## config.mk

```make
export PLATFORM = sky130hd
export DESIGN_NAME = floating_point_to_integer
export DESIGN_NICKNAME = d
export VERILOG_FILES = /design/src/rtl/floating_point_to_integer.sv
export SDC_FILE = /design/constraint.sdc
export NUM_CORES = 1
export LEC_CHECK = 0
export BUFFER_PORTS_ARGS = -buffer_cell sky130_fd_sc_hd__buf_2
export CORE_AREA = 2 2 103 105
export CTS_CLUSTER_SIZE = 40
export DETAILED_ROUTE_END_ITERATION = 16
export DIE_AREA = 0 0 105 107
export PLACE_DENSITY = 0.7
export SETUP_SLACK_MARGIN = 0.5
export SYNTH_ARGS = -nofsm -noshare
export SYNTH_HDL_FRONTEND = slang
export SYNTH_SLANG_ARGS = --single-unit
```

## constraint.sdc

```tcl
create_clock -name clk_in -period 2.8 [get_ports clk_in]
set_input_delay 0.28 -clock clk_in [delete_from_list [all_inputs] [get_ports clk_in]]
set_output_delay 0.28 -clock clk_in [all_outputs]
set_load 0.005 [all_outputs]
```

## src/rtl/floating_point_to_integer.sv

```systemverilog
// IEEE-754 single-precision to signed integer converter, truncating toward zero.
// Uses an iterative one-bit-per-cycle shifter behind valid/ready handshakes on both sides.
module floating_point_to_integer #(
  parameter int DATA_WIDTH = 32,
  parameter int MENT_WIDTH = 23,
  parameter int EXPO_WIDTH = 8,
  parameter int INT_WIDTH  = 32
) (
  input  logic                  clk_in,
  input  logic                  rst_in,
  input  logic                  valid_in,
  output logic                  ready_out,
  input  logic [DATA_WIDTH-1:0] floating_in,
  output logic                  valid_out,
  input  logic                  ready_in,
  output logic [INT_WIDTH-1:0]  integer_out,
  output logic                  overflow_out,
  output logic                  invalid_out
);

  localparam int SIG_W = MENT_WIDTH + 1;
  localparam int CNT_W = 5;
  localparam logic [EXPO_WIDTH-1:0] EXP_MAX    = '1;
  localparam logic [EXPO_WIDTH-1:0] EXP_BIAS   = EXPO_WIDTH'((1 << (EXPO_WIDTH - 1)) - 1);
  localparam logic [EXPO_WIDTH-1:0] EXP_SHIFT0 = EXP_BIAS + EXPO_WIDTH'(MENT_WIDTH);
  localparam logic [EXPO_WIDTH-1:0] EXP_SAT    = EXP_BIAS + EXPO_WIDTH'(INT_WIDTH - 1);
  localparam logic [INT_WIDTH-1:0]  INT_MIN    = {1'b1, {(INT_WIDTH-1){1'b0}}};
  localparam logic [INT_WIDTH-1:0]  INT_MAX    = {1'b0, {(INT_WIDTH-1){1'b1}}};

  typedef enum logic [1:0] {IDLE, SHIFT, SIGN, DONE} state_t;

  state_t                r_state;
  logic [INT_WIDTH-1:0]  r_work;
  logic [CNT_W-1:0]      r_count;
  logic                  r_left;
  logic                  r_sign;
  logic [INT_WIDTH-1:0]  r_int;
  logic                  r_ovf;
  logic                  r_inv;
  logic                  r_ready_out;
  logic                  r_valid_out;

  logic                  w_sign;
  logic [EXPO_WIDTH-1:0] w_expo;
  logic [MENT_WIDTH-1:0] w_ment;
  logic [SIG_W-1:0]      w_sig;
  logic                  w_left;
  logic [CNT_W-1:0]      w_count;
  logic                  w_special;
  logic [INT_WIDTH-1:0]  w_spec_int;
  logic                  w_spec_ovf;
  logic                  w_spec_inv;

  assign w_sign  = floating_in[DATA_WIDTH-1];
  assign w_expo  = floating_in[DATA_WIDTH-2 -: EXPO_WIDTH];
  assign w_ment  = floating_in[MENT_WIDTH-1:0];
  assign w_sig   = {|w_expo, w_ment};
  assign w_left  = (w_expo >= EXP_SHIFT0);
  assign w_count = w_left ? CNT_W'(w_expo - EXP_SHIFT0) : CNT_W'(EXP_SHIFT0 - w_expo);

  // Special-case classification in priority order; anything left takes the shifter.
  // NOTE: every signal driven here gets a default first, so no latch is inferred.
  always_comb begin
    w_special  = 1'b1;
    w_spec_int = '0;
    w_spec_ovf = 1'b0;
    w_spec_inv = 1'b0;
    if (w_expo == EXP_MAX && w_ment != '0) begin
      w_spec_inv = 1'b1;
    end else if (w_expo == EXP_MAX) begin
      w_spec_int = w_sign ? INT_MIN : INT_MAX;
      w_spec_ovf = 1'b1;
    end else if (w_expo < EXP_BIAS) begin
      w_spec_int = '0;
    end else if (w_expo == EXP_SAT && w_sign && w_ment == '0) begin
      w_spec_int = INT_MIN;
    end else if (w_expo >= EXP_SAT) begin
      w_spec_int = w_sign ? INT_MIN : INT_MAX;
      w_spec_ovf = 1'b1;
    end else begin
      w_special = 1'b0;
    end
  end

  // NOTE: sequential state uses non-blocking assignments so every register samples pre-edge values.
  always_ff @(posedge clk_in) begin
    if (rst_in) begin
      r_state     <= IDLE;
      r_work      <= '0;
      r_count     <= '0;
      r_left      <= 1'b0;
      r_sign      <= 1'b0;
      r_int       <= '0;
      r_ovf       <= 1'b0;
      r_inv       <= 1'b0;
      r_ready_out <= 1'b1;
      r_valid_out <= 1'b0;
    end else begin
      case (r_state)
        IDLE: begin
          if (valid_in) begin
            r_sign      <= w_sign;
            r_left      <= w_left;
            r_work      <= {{(INT_WIDTH-SIG_W){1'b0}}, w_sig};
            r_count     <= w_count;
            r_ready_out <= 1'b0;
            if (w_special) begin
              r_int       <= w_spec_int;
              r_ovf       <= w_spec_ovf;
              r_inv       <= w_spec_inv;
              r_valid_out <= 1'b1;
              r_state     <= DONE;
            end else begin
              r_ovf   <= 1'b0;
              r_inv   <= 1'b0;
              r_state <= (w_count == '0) ? SIGN : SHIFT;
            end
          end
        end
        SHIFT: begin
          r_work  <= r_left ? (r_work << 1) : (r_work >> 1);
          r_count <= r_count - CNT_W'(1);
          if (r_count == CNT_W'(1)) r_state <= SIGN;
        end
        SIGN: begin
          r_int       <= r_sign ? -r_work : r_work;
          r_valid_out <= 1'b1;
          r_state     <= DONE;
        end
        DONE: begin
          if (ready_in) begin
            r_valid_out <= 1'b0;
            r_ready_out <= 1'b1;
            r_state     <= IDLE;
          end
        end
        default: r_state <= IDLE;
      endcase
    end
  end

  assign ready_out    = r_ready_out;
  assign valid_out    = r_valid_out;
  assign integer_out  = r_int;
  assign overflow_out = r_ovf;
  assign invalid_out  = r_inv;

endmodule

```

# After elaboration in Yosys (flattened, before gate mapping)
# Cells that the tools add are included.
dict set report totals {
  reg_bits 77
  inputBits 36
}
dict set report op_classes {
  add_sub_neg 4
  magnitude_cmp 3
  eq_ne 10
  n_mux 41
  n_reduce_logical 18
}
# operator count
set ops {}
lappend ops {{32-bit 2-to-1 mux} 11}
lappend ops {{32-bit case mux with 2 select lines} 2}
lappend ops {{32-bit negator} 1}
lappend ops {{23-bit zero test} 1}
lappend ops {{23-bit nonzero test} 1}
lappend ops {{1-bit 2-to-1 mux} 17}
lappend ops {{8-bit == test (second input constant)} 2}
lappend ops {{8-bit >= comparator (second input constant)} 2}
lappend ops {{2-bit 2-to-1 mux} 5}
lappend ops {{5-bit 2-to-1 mux} 2}
lappend ops {{5-bit case mux with 2 select lines} 1}
lappend ops {{3-bit AND reduction} 3}
lappend ops {{8-bit by 7-bit less-than comparator with 1-bit output (second input constant)} 1}
lappend ops {{2-bit inequality test (second input constant)} 4}
lappend ops {{2-bit case mux with 4 select lines} 1}
lappend ops {{8-bit OR reduction} 1}
lappend ops {{2-bit nonzero test} 3}
lappend ops {{5-bit by 1-bit == test with 1-bit output (second input constant)} 1}
lappend ops {{5-bit zero test} 1}
lappend ops {{5-bit by 1-bit subtractor with 5-bit output (second input constant)} 1}
lappend ops {{5-bit subtractor (first input constant)} 1}
lappend ops {{5-bit subtractor (second input constant)} 1}
lappend ops {{2-bit == test (second input constant)} 2}
lappend ops {{2-bit AND reduction} 2}
lappend ops {{other kinds (7)} 9}

# Depth between registers and ports, before layout
# Gate-level depths: netlist of the first run.
dict set report logic_depth {
  word_depth 10
  ltp_mapped 9
}

# Least setup slack after synthesis of the first run
# OpenSTA, ideal clock, no wires.
dict set report synth_path {
  path_type {reg-to-reg}
  from {register r_work[7]}
  to {register r_int[29], in the netlist integer_out[29]}
  setup_time_ns 0.091
  t_arrival_ns 2.333
  t_required_ns 2.709
  slack_ns 0.377
  stages_incl_launch_ff 8
  n_path_buf 2
  synth_period_minus_slack_ns 2.423
  cell_sequence {dfxtp_1 > buf_6 > or4_4 > or4_4 > buf_6 > nor3_4 > mux2_2 > a311oi_1}
}
dict set report synth_between {
  elab_chain_len 3
}
# item line_no
set synth_rtl {}
lappend synth_rtl {{start: declaration} 33} ;# logic [INT_WIDTH-1:0] r_work;
lappend synth_rtl {{start signal: assignment} 104} ;# r_work <= {{(INT_WIDTH-SIG_W){1'b0}}, w_sig};
lappend synth_rtl {{start signal: assignment} 121} ;# r_work <= r_left ? (r_work << 1) : (r_work >> 1);
lappend synth_rtl {{32-bit negator} 126} ;# r_int <= r_sign ? -r_work : r_work;
lappend synth_rtl {{32-bit 2-to-1 mux} 126}
lappend synth_rtl {{32-bit case mux with 2 select lines} 99} ;# case (r_state)
lappend synth_rtl {{end signal: assignment} 108} ;# r_int <= w_spec_int;
lappend synth_rtl {{end signal: assignment} 126}
lappend synth_rtl {{end: declaration} 37} ;# logic [INT_WIDTH-1:0] r_int;
# No other way between the ends.
# A chain may end at the register's enable or synchronous reset.

# Final worst setup path of the first run
dict set report layout_path {
  from {register r_work[8]}
  to {register r_int[21], in the netlist integer_out[21]}
}
# Same word-level chain as after synthesis.

==> results.ini, run 1 <==
[final_layout]
layout_area_growth_over_synthesis_pct = 19.2
drive_above_1_share_pct = 25.4
design.final.nets = 720
mostFrequentLayoutCells = 82 x sky130_fd_sc_hd__nand2_1, 71 x sky130_fd_sc_hd__buf_2, 68 x sky130_fd_sc_hd__dfxtp_1
n_antenna_cell = 0
mostFrequentLayoutCell = sky130_fd_sc_hd__nand2_1
final_util_pct = 58.6
fill_cells = 945

[synthesis]
synth_top_area_cell = sky130_fd_sc_hd__dfxtp_1
synth-seq-area-share_pct = 31.1
netlist-cell-type-count = 60
ys_ff_latch = 77
synth_async_sr_flop_share_pct = 0
post_synth_top_area_share_pct = 31.1
synth_fp_nets = 672
ys_dominant_reg_cell = sky130_fd_sc_hd__dfxtp_1
synth_edf_count = 0
postSynthCellCount = 624
postSynthAreaPerCell_sq_um = 7.95
synth_top_cells_by_area = sky130_fd_sc_hd__dfxtp_1 31%, sky130_fd_sc_hd__mux2i_1 7.3%, sky130_fd_sc_hd__nand2_1 6.2%
post_synth_instance_area_sq_um = 4960
synthesis.yosys.warnings = 0

[clocking]
number_of_buffers_created_by_cts = 9
clkLatencyLatePin_ns = 0.35
cts_hold_fix_bufs = 0
cts_root_buf = sky130_fd_sc_hd__clkbuf_8
path_clk_slew_ns = 0.09
cts_num_sinks = 77
clock_tree_from_tritoncts = built
clockBufferDepth = 2
h_tree_levels = 3

[pwr]
vdd_ir_drop_max_uv = 703
power-per-cell-area_nw_per_um2 = 1070
static-leakage-power_nw = 2.15

[status]
run_status = finished clean

[detailed_routing]
remaining_drc_errors = 0
dr_vias = 4946
vias_per_cell = 6.08
drt_pass1_iterations = 8
wl_mm = 14.1
antenna_left = 0
drt_first_iter_violations = 422
wl_per_cell_um = 17.3

[grt]
grt_overflow_total = 0
largest_net_degree_at_the_start_of_global_routing = 59
gr-max-usage-layer = met2
grt.total_usage_pct = 24.5
grt_first_pass_wirelength_mm = 22.3
globalRouteMet2Util_pct = 39.8
initial_antenna_violation_count = 0
grt_pass1_vias = 4368
use_met1_pct = 33.6
gr-usage-met3_pct = 3.40

[critical_path]
cp_cell_sequence = or4_4 -> or4_4 -> buf_6 -> o41ai_4 -> nand3_1 -> a311oi_2
worst_path_maximum_fanout = 8
worst-setup-path-type = reg -> reg
worst_path_largest_cell_delay_ns = 0.62
timing.critical_path.arrival_ns = 2.64
worst_path_dominant_cell_family = simple AND/OR/NAND/NOR gates
worstReg2RegStart = r_work[8]
rr_worst_depth = 6
startpoint_type = flop
crit_path_end_kind = flop
crit_buf_inv = 1
critical-path-slowest-cell = sky130_fd_sc_hd__or4_4
worst-endpoint-required_ns = 3.07
timing.reg2reg.setup_slack_ns = 0.43
library_cell_appearing_most_often_on_the_critical_path = sky130_fd_sc_hd__or4_4
timing.rr.end = integer_out[21]

[place]
hpwlAfterDp_mm = 9.47
place.gp.congestion = 0.931
place.port_buffers = 71

[floorplanning]
dieWidth_um = 105
effective_utilization_at_floorplan_pct = 49.2
die_area_sq_um = 11200
placementRows = 37
floorplan.core_area_sq_um = 10100
die-height_um = 107
boundaryPins = 72

[timing]
timing.final.hold_violations = 0
timing.final.crit_period_ns = 2.37
clock_skew_ns = 0.0118
slew_violations = 0
rsz0062_at_grt = yes
timing_worst_slew_pin_value_ns = 0.990
slew_headroom_pct = 33.9
fin_tns_setup_ns = 0
final.period_utilization_pct = 84.8
fmaxAchievable_ghz = 0.421
timing.final.setup_violations = 0

[min_path]
hold_path_class = in -> reg
hold_start = ready_in
holdPathStages = 3
holdPathEnd = ready_out

[run]
max_cap_violations = 0

## metrics by stage
| stage | power (mW) | hold WS (ns) | area [sq um] | setup slack [ns] | instances |
|---|---|---|---|---|---|
| floorplan | 4.04 | 0.428 | 5010 | 0.447 | 624 |
| global placement | 4.66 | 0.444 | 5420 | 0.189 | 787 |
| detailed placement | 4.73 | 0.449 | 5420 | 0.130 | 787 |
| CTS | 6.16 | 0.233 | 5840 | 0.394 | 812 |
| global route | 6.73 | 0.252 | 5920 | 0.368 | 813 |
| finish | 6.32 | 0.239 | 5920 | 0.425 | 813 |
## tightest hold or removal path: stages
cell and delay [ns]:
sky130_fd_sc_hd__buf_2 0.10, sky130_fd_sc_hd__a21oi_1 0.05, sky130_fd_sc_hd__o21ai_0 0.12
## synthesized netlist by cell type (all sizes together) (7+ instances only)
| cell | instances |
|---|---|
| mux2i | 36 |
| nor3 | 22 |
| o31ai | 40 |
| xnor2 | 13 |
| nor2 | 30 |
| or4 | 9 |
| o22ai | 8 |
| xor2 | 7 |
| or3b | 8 |
| nand2 | 82 |
| a21oi | 55 |
| ha | 12 |
| buf | 11 |
| a311oi | 12 |
| nand3 | 14 |
| dfxtp | 77 |
| o211ai | 25 |
| or3 | 9 |
| o21ai | 20 |
| clkbuf | 50 |
| inv | 17 |
## repair_timing
action                     CTS  global route
gates cloned                 1             0
buffers inserted             8             1
setup endpoints to repair   53            30
gates resized for setup     22            13
pin swaps                   15            13
## power breakdown
part | switching, mW | internal (mW) | leakage [nW] | total (mW)
logic | 1.94 | 1.42 | 1.39 | 3.36
registers | 0.412 | 1.47 | 0.637 | 1.88
clock network | 0.449 | 0.626 | 0.129 | 1.07
total | 2.80 | 3.52 | 2.15 | 6.32
## area by class of cell
cell class	instances	area (sq um)	share of cell area, %
Clock buffer	10	138	2.33
Clock inverter	6	119	2.01
Inverter	18	67.6	1.14
Multi-Input combinational cell	469	3290	55.6
Sequential cell	77	1560	26.4
Tap cell	136	170	2.88
Timing Repair Buffer	97	571	9.64
## state kept, by name (all words and copies together) (netlist names)
signal        cells
integer_out      32
r_left            1
overflow_out      1
invalid_out       1
r_count           5
r_state           2
ready_out         1
valid_out         1
r_sign            1
r_work           32
## layer usage
metal,vias to the layer above,wire length [um]
li1,2404,-
met1,2342,6320
met2,178,6710
met3,22,773
met4,0,301
met5,-,0
## worst max-delay path by stage
stage                    start              end  slack (ns)  cells past startpoint
2_1_floorplan        r_work[0]  integer_out[28]        0.45                      9
3_3_place_gp   floating_in[24]   integer_out[9]        0.19                      8
3_5_place_dp   floating_in[24]  integer_out[10]        0.13                      8
4_1_cts              r_work[8]  integer_out[29]        0.39                      5
5_1_grt              r_work[8]  integer_out[21]        0.37                      6
6_report             r_work[8]  integer_out[21]        0.43                      6
## kinds of logic after synthesis
logic type / count (synthesis) / share of synthesized area (%)
DFF: 77 / 31.1
buffers and inverters: 79 / 6.63
xor gates and xnor gates: 20 / 3.53
adders and majority gates: 12 / 3.03
muxes: 39 / 7.94
AOI/OAI and AO/OA: 195 / 27.4
and+or+nand+nor: 202 / 20.4
Power figures use the tool's default switching activity.
==> run 2: changes to the inputs <==
- clock period: 2.8 -> 2.4 ns (I/O delays scaled with it)
==> run 2 against run 1 <==
Utilization is 2.4 points higher. Maximum frequency is 0.99% higher. Count of clock-buffer cells in the layout is 1 lower. Die area stayed put. First-iteration DRC count is 2.4% lower. Critical path depth is 1 lower. Non-clock buffer count is 30 higher. Design area is 4.0% higher. Register-to-register slack worse by 0.38 ns. Hold slack worse by 0.080 ns.
==> results.ini, run 2 (same netlist as run 1, synthesis figures left out) <==
[grt]
use_met1_pct = 34.2
globalRouteMet2Util_pct = 40.7
grt.total_usage_pct = 25.1
gr-max-usage-layer = met2
grt_pass1_vias = 4464
grt_first_pass_wirelength_mm = 22.7
initial_antenna_violation_count = 0
largest_net_degree_at_the_start_of_global_routing = 56
gr-usage-met3_pct = 3.59
grt_overflow_total = 0

[clocking]
number_of_buffers_created_by_cts = 9
clockBufferDepth = 2
path_clk_slew_ns = 0.10
clock_tree_from_tritoncts = built
cts_num_sinks = 77
h_tree_levels = 3
clkLatencyLatePin_ns = 0.37
cts_hold_fix_bufs = 0
cts_root_buf = sky130_fd_sc_hd__clkbuf_8

[pwr]
vdd_ir_drop_max_uv = 601
power-per-cell-area_nw_per_um2 = 1230
static-leakage-power_nw = 2.28

[critical_path]
startpoint_type = flop
start_point_of_the_critical_path = r_work[10]
timing.critical_path.arrival_ns = 2.64
worst_path_largest_cell_delay_ns = 0.67
cp_cell_sequence = or4_4 -> or4_4 -> nor2_4 -> mux2_4 -> a311oi_2
worstReg2RegStart = r_work[10]
critical-path-slowest-cell = sky130_fd_sc_hd__or4_4
worst-setup-path-type = reg -> reg
worst_path_dominant_cell_family = simple AND/OR/NAND/NOR gates
crit_path_end_kind = flop
library_cell_appearing_most_often_on_the_critical_path = sky130_fd_sc_hd__or4_4
worst-endpoint-required_ns = 2.69
crit_buf_inv = 0
worst_path_maximum_fanout = 9

[timing]
final.period_utilization_pct = 98.0
timing_worst_slew_pin_value_ns = 1.01
timing.final.hold_violations = 0
clock_skew_ns = 0.0146
fmaxAchievable_ghz = 0.425
timing.final.crit_period_ns = 2.35
timing.final.setup_violations = 0
fin_worst_hold_slack_ns = 0.159
slew_violations = 0
slew_headroom_pct = 32.7
rsz0062_at_grt = yes

[place]
place.port_buffers = 71
hpwlAfterDp_mm = 9.74
place_area_sq_um = 5660
place.gp.congestion = 0.888
place.detailed.instances = 810

[final_layout]
fin_cells = 842
drive_above_1_share_pct = 29.7
final_area_sq_um = 6150
n_antenna_cell = 0
mostFrequentLayoutCell = sky130_fd_sc_hd__nand2_1
layout_area_growth_over_synthesis_pct = 24.1
mostFrequentLayoutCells = 81 x sky130_fd_sc_hd__nand2_1, 71 x sky130_fd_sc_hd__buf_2, 67 x sky130_fd_sc_hd__dfxtp_1
design.final.nets = 749
fill_cells = 921

[detailed_routing]
drt_pass1_iterations = 5
vias_per_cell = 6.03
drt_first_iter_violations = 412
dr_vias = 5076
wl_mm = 14.3
wl_per_cell_um = 16.9
remaining_drc_errors = 0
antenna_left = 0

[status]
run_status = finished clean

[floorplanning]
die_area_sq_um = 11200
placementRows = 37
dieWidth_um = 105
effective_utilization_at_floorplan_pct = 49.2
floorplan.core_area_sq_um = 10100
die-height_um = 107
boundaryPins = 72

[run]
max_cap_violations = 0

[min_path]
hold_start = floating_in[0]
hold_path_class = in -> reg

[run 2: cell count changes in the layout (fill, tap and decap cells not counted), moves of 3 or more]
cell,previous run,this run
sky130_fd_sc_hd__buf_4,23,49
sky130_fd_sc_hd__bufinv_16,3,0
sky130_fd_sc_hd__clkinvlp_4,0,5
sky130_fd_sc_hd__inv_6,0,3
[run 2: worst reg2reg max path: stages, from the launching register on]
cell and delay [ns]:
sky130_fd_sc_hd__dfxtp_2 0.34, sky130_fd_sc_hd__or4_4 0.55, sky130_fd_sc_hd__or4_4 0.67, sky130_fd_sc_hd__nor2_4 0.15
sky130_fd_sc_hd__mux2_4 0.30, sky130_fd_sc_hd__a311oi_2 0.26
[run 2: per-layer routing]
metal	wire [um]	part of all wire [%]
met3	750	5.3
met1	6480	45
met5	0	0
met4	331	2.3
met2	6690	47
[run 2: stage by stage]
stage | TNS [ns] | total power [mW] | worst slack (ns) | util, %
floorplan | 0 | 4.82 | 0.0470 | -
global placement | 0 | 5.80 | 0.0604 | 56.1
detailed placement | 0 | 5.89 | 0.0347 | 56.1
CTS | 0 | 7.24 | 0.0528 | 59.3
global route | -0.0440 | 8.09 | -0.0215 | 61.0
finish | 0 | 7.56 | 0.0483 | 61.0
[run 2: worst paths after layout]
check | end | slack [ns] | depth (start not counted)
max | integer_out[28] | 0.05 | 5
min | r_work[0] | 0.16 | 3
max reg2reg | integer_out[28] | 0.05 | 5
min reg2reg | valid_out | 0.45 | 2
[run 2: layout make-up]
| type | count | area [sq um] | area share [%] |
|---|---|---|---|
| clock buffer | 9 | 124 | 2.01 |
| clock inverter | 7 | 56.3 | 0.915 |
| inverter | 18 | 71.3 | 1.16 |
| multi-input combinational | 468 | 3340 | 54.3 |
| sequential | 77 | 1560 | 25.3 |
| tap | 136 | 170 | 2.76 |
| timing repair buffer | 127 | 832 | 13.5 |
[run 2: repair_timing]
action | 4_1_cts | 5_1_grt
pin swaps | 14 | 9
resized for setup | 16 | 24
endpoints found under the setup margin | 62 | 58
buffers inserted | 8 | 8
[run 2: power breakdown]
part / total [mW] / internal, mW / switching [mW]
clock: 0.946 / 0.386 / 0.560
combinational: 4.58 / 2.00 / 2.58
sequential: 2.04 / 1.71 / 0.325
total: 7.56 / 4.10 / 3.46
